[config.mk]
export PLATFORM = sky130hd
export DESIGN_NAME = acum_seq_ctrl
export DESIGN_NICKNAME = d
export VERILOG_FILES = /design/src/rtl/acum_seq_ctrl.sv
export SDC_FILE = /design/constraint.sdc
export NUM_CORES = 1
export LEC_CHECK = 0
export ABC_CLOCK_PERIOD_IN_PS = 5810
export CAP_MARGIN = 20
export CORE_UTILIZATION = 40
export DETAILED_ROUTE_END_ITERATION = 16
export PLACE_DENSITY = 0.64
export SKIP_LAST_GASP = 1
export SLEW_MARGIN = 20
export SYNTH_ARGS = -nofsm -noshare
export SYNTH_HDL_FRONTEND = slang
export SYNTH_SLANG_ARGS = --single-unit
[constraint.sdc]
create_clock -name clk -period 5.81 [get_ports clk]
set_input_delay 1.162 -clock clk [delete_from_list [all_inputs] [get_ports clk]]
set_output_delay 1.162 -clock clk [all_outputs]
set_load 0.02 [all_outputs]
[src/rtl/acum_seq_ctrl.sv]
// Accumulation-buffer sequencer for one GEMM output tile.
// Pass 0 overwrites partial sums, middle passes accumulate, and the final pass
// accumulates and stores finished rows into the show-ahead output buffer, which
// drains to the consumer while the tile is still running.
module acum_seq_ctrl #(
  parameter int unsigned DEPTH = 16,
  parameter int unsigned RW    = 5,
  parameter int unsigned KW    = 8
) (
  input  logic          clk,
  input  logic          rst,
  input  logic          start,
  input  logic [RW-1:0] cfg_rows,
  input  logic [KW-1:0] cfg_passes,
  output logic          busy,
  output logic          done,
  output logic          cfg_err,
  input  logic          in_valid,
  output logic          in_ready,
  output logic          buf_valid,
  output logic          buf_store,
  output logic          buf_overwrite,
  input  logic          buf_empty,
  output logic          buf_rd_en,
  output logic          out_valid,
  input  logic          out_ready
);

  localparam logic [RW-1:0] MaxRows = RW'(DEPTH);

  typedef enum logic [1:0] {StIdle, StAccum, StDrain} state_e;

  state_e        state_q;
  logic [RW-1:0] rows_q, row_cnt_q, ob_cnt_q;
  logic [KW-1:0] passes_q, pass_cnt_q;
  logic          cfg_err_q;

  logic accept, last_row, last_pass, cfg_ok, ob_inc, ob_dec, drained;

  // Handshake decode and per-row buffer controls, all from registered state.
  always_comb begin
    in_ready      = (state_q == StAccum);
    busy          = (state_q != StIdle);
    accept        = in_valid & in_ready;
    last_row      = (row_cnt_q == rows_q - 1'b1);
    last_pass     = (pass_cnt_q == passes_q - 1'b1);
    buf_valid     = accept;
    buf_overwrite = accept & (pass_cnt_q == '0);
    buf_store     = accept & last_pass;
    out_valid     = ~buf_empty;
    buf_rd_en     = out_valid & out_ready;
    ob_inc        = buf_valid & buf_store;
    ob_dec        = buf_rd_en;
    drained       = (ob_cnt_q == '0);
    done          = (state_q == StDrain) & drained;
    cfg_ok        = (cfg_rows != '0) && (cfg_rows <= MaxRows) && (cfg_passes != '0);
    cfg_err       = cfg_err_q;
  end

  // Tile FSM, row/pass counters and output-buffer occupancy.
  always_ff @(posedge clk or negedge rst) begin
    if (!rst) begin
      state_q    <= StIdle;
      rows_q     <= '0;
      passes_q   <= '0;
      row_cnt_q  <= '0;
      pass_cnt_q <= '0;
      ob_cnt_q   <= '0;
      cfg_err_q  <= 1'b0;
    end else begin
      cfg_err_q <= 1'b0;
      // A store and a pop in the same cycle cancel out.
      if (ob_inc && !ob_dec) begin
        ob_cnt_q <= ob_cnt_q + 1'b1;
      end else if (ob_dec && !ob_inc) begin
        ob_cnt_q <= ob_cnt_q - 1'b1;
      end
      unique case (state_q)
        StIdle: begin
          if (start) begin
            if (cfg_ok) begin
              rows_q     <= cfg_rows;
              passes_q   <= cfg_passes;
              row_cnt_q  <= '0;
              pass_cnt_q <= '0;
              ob_cnt_q   <= '0;
              state_q    <= StAccum;
            end else begin
              cfg_err_q <= 1'b1;
            end
          end
        end
        StAccum: begin
          if (accept) begin
            if (last_row) begin
              row_cnt_q <= '0;
              if (last_pass) begin
                state_q <= StDrain;
              end else begin
                pass_cnt_q <= pass_cnt_q + 1'b1;
              end
            end else begin
              row_cnt_q <= row_cnt_q + 1'b1;
            end
          end
        end
        StDrain: begin
          if (drained) begin
            state_q <= StIdle;
          end
        end
        default: state_q <= StIdle;
      endcase
    end
  end

endmodule

==> metrics.txt <==
routability cong. about 0.8; fin crit period 4100 ps; register area 851 um2; DRT Pass-1 Iters 4; first-pass GRT wire length 8120 um; Least-Margin Pin Slew 803 ps; setup TNS 0 ps; final total power 707 uW; Avg Vias per Cell 5.30; Switch Pwr 233 uW; max_slew headroom 46.1%; Setup crit end buf_store; initial core utilization 42.8%; clk root buf clkbuf_8; post-synthesis mux area share about an eighth; Mean Syn Cell Area 9.40 um2; EDFF count, synth 0; xor/xnor share of the synthesized area about 5.8%; CP startpoint kind flip-flop; Finished Layout Cells 343; Final Setup Violations 0; H-tree depth 2; synthesized cell area 2260 um2; grt ovf 0; internal power 474 uW; area of the multi-input gates 1300 um2; CTS buffer count 5; M1 GR Usage 22.8%; Simple-Gate Fraction of Synth Area between 20 and 25%; synth-to-layout area growth 19.6%; Crit. End Element output port; Synth warnings 0; post-route clock period utilization about 71%; worst-path fanout max 5; clock-pin transition on the worst setup and hold timing paths 70 ps; Cells after Synth 240; CTS tree done; largest family of logic cells by synthesized area simple AND/OR/NAND/NOR gates; CP Launch Point passes_q[0]; sequential fraction of the synthesis area 37.7%; Core ar. around 5300 um2; part of the power in registers 46.7%; die height 77.1 um; hold slack 511 ps; PortBufs 27; leak pwr 1.19 nW; reg2reg path depth 8; post-DP HPWL 3580 um; CTS Sinks 34; gr usage total 17.2%; clock latency on the worst-skew pair 280 ps; # Post-CTS Setup Buffers 0; largest net degree at the start of global routing 35; n_diodes 0; nets 299; post-CTS sizing 0; count of cell types in the netlist between 50 and 60; clk_skew 1.79 ps; die area 5940 um2; number of fillers in the final layout 529; Final Max Tran Viols 0; CTS Buffer Depth 2; worst path required time 4650 ps; logic gate share of total power 27.8%; syn nets 267; met3 usage 3.45%; Synth Area in Compound Gates 13.4%; Synth Flop Type dfrtp_1; share of power burned in the clock network 25.5%; unrepaired setup endpoints after global routing no; GR Util met2 roughly 28%; adder-cell share of the synthesized area under 10%; width of the chip 77.1 um; DR vias 1819; layout cells sized above 1 12.1%; capturing point of the worst reg2reg path pass_cnt_q[7]; Hold Vio Cnt, Final 0; Row Count 26; Initial DRC Count just over 70; worst hold path type flip-flop to flip-flop; CTS hold repair buffers 0; MaxCap Viol Count 0; CP arrival just under 3000 ps; Worst Setup Path Type flip-flop to output port; flop2flop setup slack between 2000 and 3000 ps; antenna violations before repair 0; FMAX ~0.24 GHz; sw frac roughly a third; FF-to-FF Start rows_q[0]; WL final 4820 um; # IOs 28; vias in the first global route about 1800; Post-DRT Antenna Nets 0; Most Used Layer, Global Route met2; Max VDD drop 0.131 mV; Hold Path Stages 2; Yosys reg bits 34; status completed; Wirelength per Cell 14.0 um; fin util 51.2%; power density over the cells about 260 nW/um2; Synth async-reset ratio 100%; DRC 0; Placed Cells 335
[registers in the layout, summed over array words and instances, names as in the netlist]
| name | flops |
|---|---|
| cfg_err | 1 |
| rows_q | 5 |
| ob_cnt_q | 5 |
| passes_q | 8 |
| row_cnt_q | 5 |
| state_q | 2 |
| pass_cnt_q | 8 |
[cell usage in the layout (no fill, tap or decap), types with 6 or more instances in the layout]
cell type	synthesis	final
nand2b_1	14	14
ha_1	8	8
nand2_1	31	31
clkdlybuf4s50_1	0	27
dfrtp_1	34	34
mux2_2	13	13
mux2i_1	13	13
xnor2_1	10	10
inv_1	21	21
clkbuf_8	0	6
nor2_1	8	8
nand3_1	6	6
o21ai_0	8	8
a21oi_1	6	6
[critical path: stages, from the launching register on]
cell             delay, ps
dfrtp_1                430
or4_4                  580
or4b_4                 530
a21oi_2                230
o2111ai_2              200
inv_1                   90
clkdlybuf4s50_1        600
[area by class of cell]
cell class,count,area share [%]
tap,70,3.25
clock inverter,1,0.186
timing repair buffer,29,10.6
sequential,34,31.5
multi-input combinational,180,48.2
clock buffer,7,3.20
inverter,22,3.06
[power groups by stage]
stage                     registers, mW  clock network, mW  logic (mW)
after floorplan                   0.319                  0       0.147
after detailed placement          0.335                  0       0.197
after global routing              0.338              0.194       0.226
after global placement            0.334                  0       0.193
final                             0.330              0.180       0.197
after CTS                         0.330              0.187       0.198
[worst min-delay path by stage]
stage	to	slack (ps)	startpoint
global placement	rows_q[4]	490	rows_q[4]
floorplan	rows_q[4]	470	rows_q[4]
CTS	rows_q[4]	510	rows_q[4]
finish	rows_q[4]	510	rows_q[4]
detailed placement	rows_q[4]	500	rows_q[4]
global route	passes_q[7]	540	passes_q[7]
[kinds of logic (layout without fill, tap and decap cells)]
family | Yosys count | count (layout)
AND/OR/NAND/NOR | 91 | 91
AO/OA/AOI/OAI | 40 | 40
flip-flops | 34 | 34
multiplexers | 26 | 26
buffers and inverters | 26 | 59
XOR/XNOR | 15 | 15
adder cells (fa/ha/maj) | 8 | 8
[cells in the mapped netlist, drive strengths merged, types with 2 or more instances]
| cell type | number | area, um2 |
|---|---|---|
| nand2b | 14 | 87.6 |
| o211ai | 3 | 22.5 |
| a2111oi | 2 | 23.8 |
| nor2 | 8 | 30.0 |
| or2 | 2 | 12.5 |
| or4b | 2 | 23.8 |
| xor2 | 5 | 43.8 |
| and2 | 3 | 18.8 |
| nand3 | 6 | 30.0 |
| o22ai | 2 | 12.5 |
| inv | 21 | 78.8 |
| mux2i | 13 | 130 |
| a211oi | 5 | 37.5 |
| nor3 | 4 | 20.0 |
| dfrtp | 34 | 851 |
| a21oi | 7 | 38.8 |
| ha | 8 | 100 |
| o2111ai | 2 | 30.0 |
| nand2 | 31 | 116 |
| nand4 | 4 | 25.0 |
| mux2 | 13 | 146 |
| xnor2 | 10 | 87.6 |
| a21o | 2 | 15.0 |
| or4 | 3 | 26.3 |
| clkbuf | 3 | 11.3 |
| o21ai | 8 | 40.0 |
| nor4 | 4 | 25.0 |
| nor2b | 3 | 18.8 |
[per-layer routing]
metal / part of all wire [%] / up-vias
met4: 0.56 / 0
met5: 0 / -
met3: 3.4 / 4
li1: - / 914
met1: 48 / 870
met2: 48 / 31
[metrics by stage]
stage / area [um2] / setup WS, ps
floorplan: 2260 / 2470
global placement: 2610 / 1820
detailed placement: 2610 / 1730
CTS: 2700 / 1690
global route: 2700 / 1560
finish: 2700 / 1710
(Power assumes the default switching activity.)
